--- src/rtl/chip4_valve_sequencer.sv ---
// ChIP 4-chamber pneumatic valve sequencer.
// One host command at a time: open route, hold or pump, close, report.
module chip4_valve_sequencer #(
  parameter int PHASE_CYC  = 100,
  parameter int SETTLE_CYC = 50,
  parameter int CNT_W      = 16
) (
  input  logic             clk,
  input  logic             rst,
  input  logic             cmd_valid,
  output logic             cmd_ready,
  input  logic [2:0]       cmd_op,
  input  logic [2:0]       cmd_sel,
  input  logic [CNT_W-1:0] cmd_count,
  input  logic             abort,
  output logic             busy,
  output logic             done,
  output logic             err,
  output logic [4:0]       inlet_ctrl,
  output logic             prep_inlet_ctrl,
  output logic             prep_outlet_ctrl,
  output logic             stage_inlet_ctrl,
  output logic             stage_outlet_ctrl,
  output logic             bead_ctrl,
  output logic             collect_ctrl,
  output logic             sieve_ctrl,
  output logic [2:0]       pump
);

  localparam int PW = (PHASE_CYC > 1) ? $clog2(PHASE_CYC) : 1;
  localparam int SW = (SETTLE_CYC > 1) ? $clog2(SETTLE_CYC) : 1;
  localparam logic [PW-1:0] PH_LAST = PW'(PHASE_CYC - 1);
  localparam logic [SW-1:0] ST_LAST = SW'(SETTLE_CYC - 1);

  localparam logic [2:0] OP_NOP     = 3'd0;
  localparam logic [2:0] OP_LOAD    = 3'd1;
  localparam logic [2:0] OP_PUMP    = 3'd2;
  localparam logic [2:0] OP_BEAD    = 3'd3;
  localparam logic [2:0] OP_COLLECT = 3'd4;
  localparam logic [2:0] OP_FLUSH   = 3'd5;

  localparam logic [11:0] ALL_CLOSED = 12'hfff;
  localparam logic [2:0]  PUMP_IDLE  = 3'b111;

  typedef enum logic [1:0] {
    S_IDLE,
    S_OPEN,
    S_RUN,
    S_CLOSE
  } state_t;

  state_t           state;
  logic [2:0]       op_q;
  logic [CNT_W-1:0] unit_cnt;
  logic [PW-1:0]    ph_cnt;
  logic [2:0]       phase;
  logic [SW-1:0]    st_cnt;
  logic             aborted;
  logic [11:0]      ctrl_q;
  logic [2:0]       pump_q;

  // Packed route: {inlet[4:0], prep_in, prep_out,
  // stage_in, stage_out, bead, collect, sieve}; 0 = open.
  function automatic logic [11:0] route_of(
    input logic [2:0] op,
    input logic [2:0] sel
  );
    logic [11:0] r;
    r = ALL_CLOSED;
    unique case (1'b1)
      (op == OP_LOAD): begin
        r[11:7] = ~(5'b00001 << sel);
        r[6]    = 1'b0;
      end
      (op == OP_PUMP): begin
        r[4] = 1'b0;
        r[3] = 1'b0;
      end
      (op == OP_BEAD): begin
        r[2] = 1'b0;
        r[4] = 1'b0;
      end
      (op == OP_COLLECT): begin
        r[3] = 1'b0;
        r[1] = 1'b0;
        r[0] = 1'b0;
      end
      (op == OP_FLUSH): r[5] = 1'b0;
      default: r = ALL_CLOSED;
    endcase
    return r;
  endfunction

  function automatic logic [2:0] pat(input logic [2:0] ph);
    logic [2:0] p;
    unique case (ph)
      3'd0:    p = 3'b110;
      3'd1:    p = 3'b100;
      3'd2:    p = 3'b101;
      3'd3:    p = 3'b001;
      3'd4:    p = 3'b011;
      3'd5:    p = 3'b010;
      default: p = PUMP_IDLE;
    endcase
    return p;
  endfunction

  logic pump_op;
  logic illegal;

  assign pump_op = (op_q == OP_PUMP) || (op_q == OP_BEAD) ||
                   (op_q == OP_COLLECT);

  assign illegal = (cmd_op > OP_FLUSH) ||
                   ((cmd_op == OP_LOAD) && (cmd_sel > 3'd4));

  assign cmd_ready = (state == S_IDLE);

  assign inlet_ctrl        = ctrl_q[11:7];
  assign prep_inlet_ctrl   = ctrl_q[6];
  assign prep_outlet_ctrl  = ctrl_q[5];
  assign stage_inlet_ctrl  = ctrl_q[4];
  assign stage_outlet_ctrl = ctrl_q[3];
  assign bead_ctrl         = ctrl_q[2];
  assign collect_ctrl      = ctrl_q[1];
  assign sieve_ctrl        = ctrl_q[0];
  assign pump              = pump_q;

  // Sequencer FSM with registered valve, pump and status outputs.
  always_ff @(posedge clk) begin
    if (rst) begin
      state    <= S_IDLE;
      op_q     <= OP_NOP;
      unit_cnt <= '0;
      ph_cnt   <= '0;
      phase    <= '0;
      st_cnt   <= '0;
      aborted  <= 1'b0;
      ctrl_q   <= ALL_CLOSED;
      pump_q   <= PUMP_IDLE;
      busy     <= 1'b0;
      done     <= 1'b0;
      err      <= 1'b0;
    end else begin
      done <= 1'b0;
      err  <= 1'b0;
      unique case (state)
        S_IDLE: begin
          if (cmd_valid) begin
            op_q     <= cmd_op;
            unit_cnt <= cmd_count;
            st_cnt   <= ST_LAST;
            aborted  <= 1'b0;
            if (illegal) begin
              done <= 1'b1;
              err  <= 1'b1;
            end else if ((cmd_op == OP_NOP) ||
                         (cmd_count == '0)) begin
              done <= 1'b1;
            end else begin
              state  <= S_OPEN;
              busy   <= 1'b1;
              ctrl_q <= route_of(cmd_op, cmd_sel);
            end
          end
        end
        S_OPEN: begin
          if (abort) begin
            state   <= S_CLOSE;
            aborted <= 1'b1;
            ctrl_q  <= ALL_CLOSED;
            pump_q  <= PUMP_IDLE;
            st_cnt  <= ST_LAST;
          end else if (st_cnt == '0) begin
            state  <= S_RUN;
            ph_cnt <= PH_LAST;
            phase  <= 3'd0;
            pump_q <= pump_op ? pat(3'd0) : PUMP_IDLE;
          end else begin
            st_cnt <= st_cnt - SW'(1);
          end
        end
        S_RUN: begin
          if (abort) begin
            state   <= S_CLOSE;
            aborted <= 1'b1;
            ctrl_q  <= ALL_CLOSED;
            pump_q  <= PUMP_IDLE;
            st_cnt  <= ST_LAST;
          end else if (ph_cnt != '0) begin
            ph_cnt <= ph_cnt - PW'(1);
          end else begin
            ph_cnt <= PH_LAST;
            if (pump_op && (phase != 3'd5)) begin
              phase  <= phase + 3'd1;
              pump_q <= pat(phase + 3'd1);
            end else if (unit_cnt == CNT_W'(1)) begin
              state  <= S_CLOSE;
              ctrl_q <= ALL_CLOSED;
              pump_q <= PUMP_IDLE;
              st_cnt <= ST_LAST;
            end else begin
              unit_cnt <= unit_cnt - CNT_W'(1);
              phase    <= 3'd0;
              if (pump_op) begin
                pump_q <= pat(3'd0);
              end
            end
          end
        end
        S_CLOSE: begin
          if (st_cnt == '0) begin
            state <= S_IDLE;
            busy  <= 1'b0;
            done  <= 1'b1;
            err   <= aborted;
          end else begin
            st_cnt <= st_cnt - SW'(1);
          end
        end
        default: state <= S_IDLE;
      endcase
    end
  end

endmodule

--- config.mk ---
export PLATFORM = sky130hd
export DESIGN_NAME = chip4_valve_sequencer
export DESIGN_NICKNAME = d
export VERILOG_FILES = /design/src/rtl/chip4_valve_sequencer.sv
export SDC_FILE = /design/constraint.sdc
export NUM_CORES = 1
export LEC_CHECK = 0
export ABC_CLOCK_PERIOD_IN_PS = 2100
export CELL_PAD_IN_SITES_DETAIL_PLACEMENT = 1
export CELL_PAD_IN_SITES_GLOBAL_PLACEMENT = 1
export CORE_ASPECT_RATIO = 0.7
export CORE_MARGIN = 1.5
export CORE_UTILIZATION = 30
export DETAILED_ROUTE_END_ITERATION = 7
export PLACE_DENSITY_LB_ADDON = 0.1
export SYNTH_ARGS = -nofsm -noshare
export SYNTH_HDL_FRONTEND = slang
export SYNTH_SLANG_ARGS = --single-unit
--- constraint.sdc ---
create_clock -name clk -period 2.1 [get_ports clk]
set_input_delay 0.21 -clock clk [delete_from_list [all_inputs] [get_ports clk]]
set_output_delay 0.21 -clock clk [all_outputs]
set_load 0.05 [all_outputs]
==> results.toml, run 1 <==
[yosys]
synth_seq_cells = 55
async_reset_ff_share_pct = 0
synth_edf_count = 0
ys_types = 74
synth_fp_nets = 466
synthCells = 425
yosysSeqAreaShare_pct = 31.10
avgSynthCellArea_um2 = 8.332
synthesis.area_mm2 = 0.003541
yosysWarnings = 0
synth-main-ff-cell = "dfxtp_1"

[pwr]
p_leak_nw = 1.996
clockPowerShare_pct = 13.6
p_per_area_mw_per_mm2 = 1465
total_power_mw = 7.568
switching_share_pct = 45.41
p_sw_mw = 3.437
power_frac_seq_pct = 20.5
combinationalPowerShare_pct = 66.0
power.ir.vdd_worst_mv = 0.7448
p_int_mw = 4.131

[clock_tree]
numCtsBuffers = 5
htree_levels = 2
cts.path.max_buffers = 2
cts_hold_repair.buffers = 0
cts_tree = "yes"
clock-sinks = 55
clkTransAtPathRegs_ns = 0.08
root_buffer = "clkbuf_16"
insertion_delay_ns = 0.30

[sta]
hold_viol = 0
finalWorstSetupSlack_ns = 0.03389
tns_ns = 0
fin_skew_ns = 0.009924
fin_crit_sh_pct = 98.39
fin_crit_ns = 2.066
clock.fmax_mhz = 484.0
setup_violations = 0
slew_headroom_pct = 65.54
tightestPinTransition_ns = 0.5153
whs_ns = 0.3386
maxSlewViolCount = 0

[detailed_routing]
route.detailed.drc = 0
vias_per_cell = 5.499
first_pass_iters = 4
vias = 3888
antenna_left = 0
wl_per_cell_um = 18.86
drt_iter0_markers = 165
routed_wl_um = 13330

[placed_design]
dp_hpwl_um = 10170
dp_cells = 697
place_area_mm2 = 0.004821
pre_cts_ws_ns = -0.2154
place.gp.congestion = 0.8275
portBuffers = 44

[finish]
final_util_pct = 45.91
finalInstanceArea_mm2 = 0.005165
fill_cells = 1334
fin_nets = 594
drive_gt1_share_pct = 28.16
stdcell_count = 707
synthToLayoutAreaGrowth_pct = 45.87
n_antenna_cell = 0

[setup_path]
crit_start = "unit_cnt[2]"
crit_chain = "nor4_4, buf_4, a41o_4, buf_6, nor3_4, buf_12, a31o_2, a32o_1"
critPathBufInv = 3
crit-reg2reg-launch = "unit_cnt[2]"
reg2reg_slack_ns = 0.03
critPathMaxFanout = 8
end_kind = "flop"
slowest_delay_ns = 0.40
cpMaxStageDelayCell = "nor4_4"
crit_required_ns = 2.29
cp_top_family = "compound AO/OA/AOI/OAI gates"
start_kind = "flop"
crit_type = "reg2reg"
arrival_ns = 2.26

[floorplan]
die_w_um = 132.9
core_mm2 = 0.01125
num_rows = 32
io_pins = 45
start_util_pct = 31.47
fp.dieArea_mm2 = 0.01247
die_h_um = 93.90

[flow_run]
max_cap_viol_count = 0

[grt]
grt-ovfl-total = 0
track_usage_pct = 21.86
grt_max_degree = 23
grt_antenna_before_repair = 0
grt_pass1_vias = 3896
grt_pass1_wl_um = 21310

[worst_hold_path]
hp-start = "rst"
hold_class = "in2reg"

[outcome]
outcome = "finished clean"
-- cell usage in the layout, fill, tap and decap left out, types with 10 or more instances in the layout --
cell / instances
ha_1: 11
nor2_1: 39
nor2b_1: 12
inv_1: 13
a21oi_1: 21
o21ai_0: 10
mux2i_1: 14
clkdlybuf4s50_1: 42
buf_4: 98
nand3_1: 13
nand2_1: 31
o31ai_1: 11
dfxtp_1: 53
nor3_1: 22
-- final cells by class --
cell class	count	area [um^2]	area share, %
Multi-Input combinational cell	330	2396	46.39
Sequential cell	55	1104	21.37
Clock inverter	2	35.03	0.6783
Tap cell	153	191.4	3.706
Timing Repair Buffer	146	1244	24.08
Clock buffer	6	138.9	2.689
Inverter	15	56.30	1.090
-- routing by layer --
metal	global-route usage [%]	wire length, um
met5	0	0
met4	2.564	35
met3	3.830	528
met2	34.16	5956
met1	32.11	6813
-- power by group through the flow --
stage | combinational, mW | clock [mW] | sequential, mW
2_1_floorplan | 2.47 | 0 | 1.64
5_1_grt | 5.36 | 1.09 | 1.58
4_1_cts | 4.74 | 1.05 | 1.54
6_report | 4.99 | 1.03 | 1.55
3_5_place_dp | 4.63 | 0 | 1.55
3_3_place_gp | 4.53 | 0 | 1.54
-- sequential cells by signal, indices dropped and copies added, names as in the netlist, 2 cells and up --
register and count:
ctrl_q 11, unit_cnt 16, op_q 3, st_cnt 6, state 2, pump 3
ph_cnt 7, phase 3
-- cells by family (layout without fill, tap and decap cells) --
| family | count (synthesis) | in the layout | share of synthesized area [%] |
|---|---|---|---|
| AOI/OAI and AO/OA | 109 | 109 | 22.44 |
| xor gates and xnor gates | 7 | 7 | 1.731 |
| adders and majority gates | 15 | 15 | 5.300 |
| buffers and inverters | 40 | 169 | 5.053 |
| DFF | 55 | 55 | 31.10 |
| muxes | 16 | 16 | 4.593 |
| and+or+nand+nor | 183 | 183 | 29.79 |
-- cells in the mapped netlist, drive strengths merged, types with 3 or more instances --
cell type / number / area, um^2
ha: 15 / 187.7
mux2i: 14 / 140.1
o21ai: 13 / 65.06
nor3: 23 / 120.1
nor3b: 3 / 22.52
dfxtp: 55 / 1101
and3: 5 / 31.28
nand3: 14 / 70.07
or3: 5 / 31.28
buf: 8 / 48.79
and2: 5 / 33.78
xnor2: 6 / 52.55
nand4: 6 / 37.54
a311oi: 5 / 43.79
o31ai: 12 / 95.09
a211oi: 4 / 30.03
nor2b: 14 / 87.58
nand2: 32 / 120.1
nor4b: 6 / 58.80
nor2: 40 / 150.1
o2bb2ai: 3 / 26.28
a221oi: 3 / 26.28
nor4: 16 / 166.4
clkbuf: 17 / 73.82
a32o: 4 / 40.04
o211ai: 5 / 37.54
inv: 14 / 52.55
a31o: 4 / 35.03
a21oi: 21 / 105.1
a31oi: 12 / 90.09
-- final timing paths --
path,end,cells after the start
setup / recovery,unit_cnt[5],8
hold / removal,unit_cnt[13],2
setup reg to reg,unit_cnt[5],8
hold reg to reg,busy,2
-- timing repair --
action,CTS,global route
gates resized for setup,7,24
pin swaps,1,5
setup endpoints to repair,22,36
buffers inserted,1,2
(Power assumes the default switching activity.)
==> run 2: changes to the inputs <==
Settings changed: CORE_MARGIN 1.5 to 5.
==> results.toml, run 2 (same netlist as run 1, synthesis figures left out) <==
[outcome]
outcome = "finished clean"

[finish]
fin_nets = 594
fill_cells = 1403
final_common_cell = "buf_4"
regMostFlops = "unit_cnt"
final_cell_mix = "buf_4 (98), dfxtp_1 (54), clkdlybuf4s50_1 (42)"
finalInstanceArea_mm2 = 0.005159
multi_input_area_mm2 = 0.002391
final_util_pct = 44.30
drive_gt1_share_pct = 28.52
n_antenna_cell = 0
regArea_mm2 = 0.001102
synthToLayoutAreaGrowth_pct = 45.69
largest_reg_flops = 16
stdcell_count = 711
reg.largest.list = "unit_cnt x16, ctrl_q x11, ph_cnt x7"

[grt]
grt_pass1_wl_um = 20980
grt_antenna_before_repair = 0
grt_pass1_vias = 3893
use_met1_pct = 27.10
gr-usage-met2_pct = 28.22
grt_most_used_layer = "met2"
track_usage_pct = 18.44
use_met3_pct = 3.936
grt_max_degree = 19
grt-ovfl-total = 0

[sta]
clock.fmax_mhz = 491.9
grt_setup_unrepaired = "true"
fin_skew_ns = 0.006044
slew_headroom_pct = 65.20
whs_ns = 0.3254
fin_crit_ns = 2.033
finalWorstSetupSlack_ns = 0.06716
hold_viol = 0
maxSlewViolCount = 0
tns_ns = 0
fin_crit_sh_pct = 96.80
tightestPinTransition_ns = 0.5187
setup_violations = 0

[floorplan]
start_util_pct = 30.41
fp.dieArea_mm2 = 0.01411
num_rows = 33
die_w_um = 139.9
die_h_um = 100.9
io_pins = 45
core_mm2 = 0.01164

[clock_tree]
cts.path.max_buffers = 2
root_buffer = "clkbuf_16"
clkTransAtPathRegs_ns = 0.07
numCtsBuffers = 5
insertion_delay_ns = 0.30
cts_tree = "yes"
cts_hold_repair.buffers = 0
clock-sinks = 55
htree_levels = 2

[detailed_routing]
routed_wl_um = 13120
first_pass_iters = 4
antenna_left = 0
vias = 3809
drt_iter0_markers = 207
wl_per_cell_um = 18.46
route.detailed.drc = 0
vias_per_cell = 5.357

[setup_path]
crit_type = "reg2reg"
ff2ff_path_depth = 10
start_kind = "flop"
critPathMaxFanout = 4
crit-reg2reg-launch = "unit_cnt[1]"
reg2reg_to = "unit_cnt[8]"
cp_common_cell = "buf_4"
cp_top_family = "compound AO/OA/AOI/OAI gates"
reg2reg_slack_ns = 0.07
arrival_ns = 2.26
critPathBufInv = 4
end_kind = "flop"
crit_chain = "inv_2, ha_4, nor4b_4, buf_4, a41o_4, buf_4, o31ai_2, buf_4, a32oi_1, a31oi_1"
slowest_delay_ns = 0.35
cpMaxStageDelayCell = "dfxtp_1"
crit_required_ns = 2.33
crit_start = "unit_cnt[1]"

[placed_design]
pre_cts_ws_ns = -0.2707
dp_hpwl_um = 10090
portBuffers = 44
place_area_mm2 = 0.004793
place.gp.congestion = 0.8263
dp_cells = 695

[pwr]
p_leak_nw = 1.986
power.ir.vdd_worst_mv = 0.6465
total_power_mw = 7.456
p_per_area_mw_per_mm2 = 1445

[worst_hold_path]
min_to = "ph_cnt[5]"
hp-start = "rst"
hold_class = "in2reg"
hold_path_depth = 2

[flow_run]
max_cap_viol_count = 0
==> run 2: cell count changes in the layout (fill, tap and decap cells not counted), sizes merged <==
cell,change
bufinv,-1
clkbuf,+1
clkinvlp,+1
clkinv,-1
==> run 2: metal layers <==
layer  routed length [um]  vias to the layer above
met3                  599                        7
li1                     -                     1861
met2                 5637                       64
met5                    0                        -
met1                 6831                     1877
met4                   56                        0
==> run 2: how the worst max path moves through the flow <==
stage	endpoint	cells past startpoint
after floorplan	unit_cnt[5]	8
after CTS	unit_cnt[5]	10
final	unit_cnt[8]	10
after global placement	ctrl_q[6]	6
after detailed placement	ctrl_q[6]	6
after global routing	unit_cnt[8]	10
==> run 2: layout make-up <==
class / instances / area share, %
clock buffers: 7 / 2.959
clock inverters: 1 / 0.1455
inverters: 15 / 1.091
multi-input cells: 330 / 46.35
flip-flops and latches: 55 / 21.37
well taps: 157 / 3.808
repair buffers: 146 / 24.28
==> run 2: power by group <==
group,leakage [nW],switching [mW],internal (mW)
sequential,0.450,0.244,1.30
clock,0.0761,0.412,0.509
combinational,1.46,2.72,2.27
total,1.99,3.37,4.08
==> run 2: worst register-to-register path, stage by stage, from the launching register on <==
cell and delay [ns]:
dfxtp_1 0.35, inv_2 0.06, ha_4 0.16, nor4b_4 0.13, buf_4 0.15, a41o_4 0.27, buf_4 0.15, o31ai_2 0.23
buf_4 0.20, a32oi_1 0.11, a31oi_1 0.16
==> run 2: repair_timing <==
item                       in CTS  in global routing
setup buffers                   3                  6
gates cloned                    0                  0
resized for setup               2                 27
setup endpoints to repair      16                 36
pin swaps                       1                  7
==> run 3: changes to the inputs <==
--- a/config.mk
+++ b/config.mk
@@ -13,4 +13,5 @@
 export CORE_UTILIZATION = 30
 export DETAILED_ROUTE_END_ITERATION = 7
+export GPL_TIMING_DRIVEN = 0
 export PLACE_DENSITY_LB_ADDON = 0.1
 export SYNTH_ARGS = -nofsm -noshare
==> constraint.sdc (replaced) <==
create_clock -name clk -period 2.1 [get_ports clk]
set_input_delay 0.63 -clock clk [delete_from_list [all_inputs] [get_ports clk]]
set_output_delay 0.63 -clock clk [all_outputs]
set_load 0.005 [all_outputs]
==> results.toml, run 3 (same netlist as run 1, synthesis figures left out) <==
[grt]
grt_pass1_wl_um = 21060
grt-ovfl-total = 0
grt_most_used_layer = "met2"
use_met3_pct = 3.224
grt_antenna_before_repair = 0
grt_max_degree = 17
track_usage_pct = 18.97
gr-usage-met2_pct = 29.63
grt_pass1_vias = 3771
use_met1_pct = 27.19

[worst_hold_path]
hold_class = "reg2reg"
hp-start = "busy"

[finish]
multi_input_area_mm2 = 0.002511
final_cell_mix = "dfxtp_1 (52), nor2_1 (38), nand2_1 (30)"
largest_reg_flops = 16
reg.largest.list = "unit_cnt x16, ctrl_q x11, ph_cnt x7"
synthToLayoutAreaGrowth_pct = 32.65
drive_gt1_share_pct = 23.16
final_common_cell = "dfxtp_1"
n_antenna_cell = 0
fill_cells = 1400
regMostFlops = "unit_cnt"
regArea_mm2 = 0.001105
final_util_pct = 40.34
fin_nets = 528

[floorplan]
num_rows = 33
start_util_pct = 30.41
fp.dieArea_mm2 = 0.01411
die_w_um = 139.9
io_pins = 45
core_mm2 = 0.01164
die_h_um = 100.9

[pwr]
power.ir.vdd_worst_mv = 0.6443
p_per_area_mw_per_mm2 = 1459
p_leak_nw = 1.709
total_power_mw = 6.852

[sta]
tightestPinTransition_ns = 0.6565
finalWorstSetupSlack_ns = 0.02237
slew_headroom_pct = 56.23
hold_viol = 0
fin_crit_ns = 2.078
clock.fmax_mhz = 481.3
maxSlewViolCount = 0
fin_skew_ns = 0.009066
setup_violations = 0
fin_crit_sh_pct = 98.93
grt_setup_unrepaired = "true"

[clock_tree]
numCtsBuffers = 5
insertion_delay_ns = 0.31
clkTransAtPathRegs_ns = 0.08
root_buffer = "clkbuf_16"
cts_tree = "yes"
cts.path.max_buffers = 2
htree_levels = 2
clock-sinks = 55

[placed_design]
portBuffers = 40
place.gp.congestion = 0.8386
pre_cts_ws_ns = -1.073
dp_hpwl_um = 9610

[detailed_routing]
vias_per_cell = 5.752
first_pass_iters = 5
drt_iter0_markers = 286
wl_per_cell_um = 21.08
route.detailed.drc = 0
vias = 3710
antenna_left = 0
routed_wl_um = 13590

[setup_path]
cpMaxStageDelayCell = "a21oi_1"
end_kind = "flop"
crit_start = "ph_cnt[0]"
critPathMaxFanout = 4
start_kind = "flop"
crit_type = "reg2reg"
crit-reg2reg-launch = "ph_cnt[0]"
arrival_ns = 2.27
cp_common_cell = "a21oi_1"
crit_chain = "inv_1, ha_1, and2b_2, a21oi_1, a21oi_1, o221a_2, o32a_1"
reg2reg_slack_ns = 0.02
crit_required_ns = 2.29
slowest_delay_ns = 0.39

[flow_run]
max_cap_viol_count = 0

[outcome]
outcome = "finished clean"
## run 3: final cells by class
type                            count  share of cell area, %
Clock buffer                        6                  2.957
Buffer                             21                  2.850
Inverter                           15                  1.225
Tap cell                          157                  4.182
Multi-Input combinational cell    330                  53.46
Clock inverter                      2                 0.7459
Timing Repair Buffer               59                  11.05
Sequential cell                    55                  23.52
## run 3: timing repair
action | in CTS | in global routing
resized for setup | 72 | 44
setup endpoints to repair | 55 | 43
hold buffers | 0 | 0
pin swaps | 15 | 15
cloned | 1 | 0
setup buffers | 15 | 4
## run 3: path summary, 6_finish.rpt
check / endpoint / depth (start not counted)
hold reg to reg: busy / 2
hold / removal: busy / 2
setup reg to reg: pump[0] / 7
setup / recovery: pump[0] / 7
## run 3: power breakdown
group	total [mW]	switching, mW	internal, mW	leakage, nW
clock	1.01	0.417	0.595	0.0868
sequential	1.63	0.319	1.31	0.451
combinational	4.21	2.54	1.68	1.17
## run 3: worst max-delay path, delay by kind of cell (launching register included)
kind                       cells  cell delay, ns
AOI/OAI and AO/OA              4            1.07
DFF                            1            0.38
and+or+nand+nor                1            0.22
adders and majority gates      1            0.20
buffers and inverters          1            0.09
## run 3: metal layers
metal,up-vias,wire [um]
met5,-,0
met4,0,201
met3,25,566
met2,109,5966
met1,1838,6859
li1,1738,-
## run 3: through the flow
step,std cells,area [um^2],hold WS (ns),setup TNS (ns)
finish,645,4697,0.4779,0
global route,645,4697,0.5019,-0.1764
CTS,644,4589,0.4857,-0.01325
detailed placement,622,4140,0.4723,-40.65
global placement,622,4140,0.4633,-41.39
floorplan,425,3543,0.4475,0
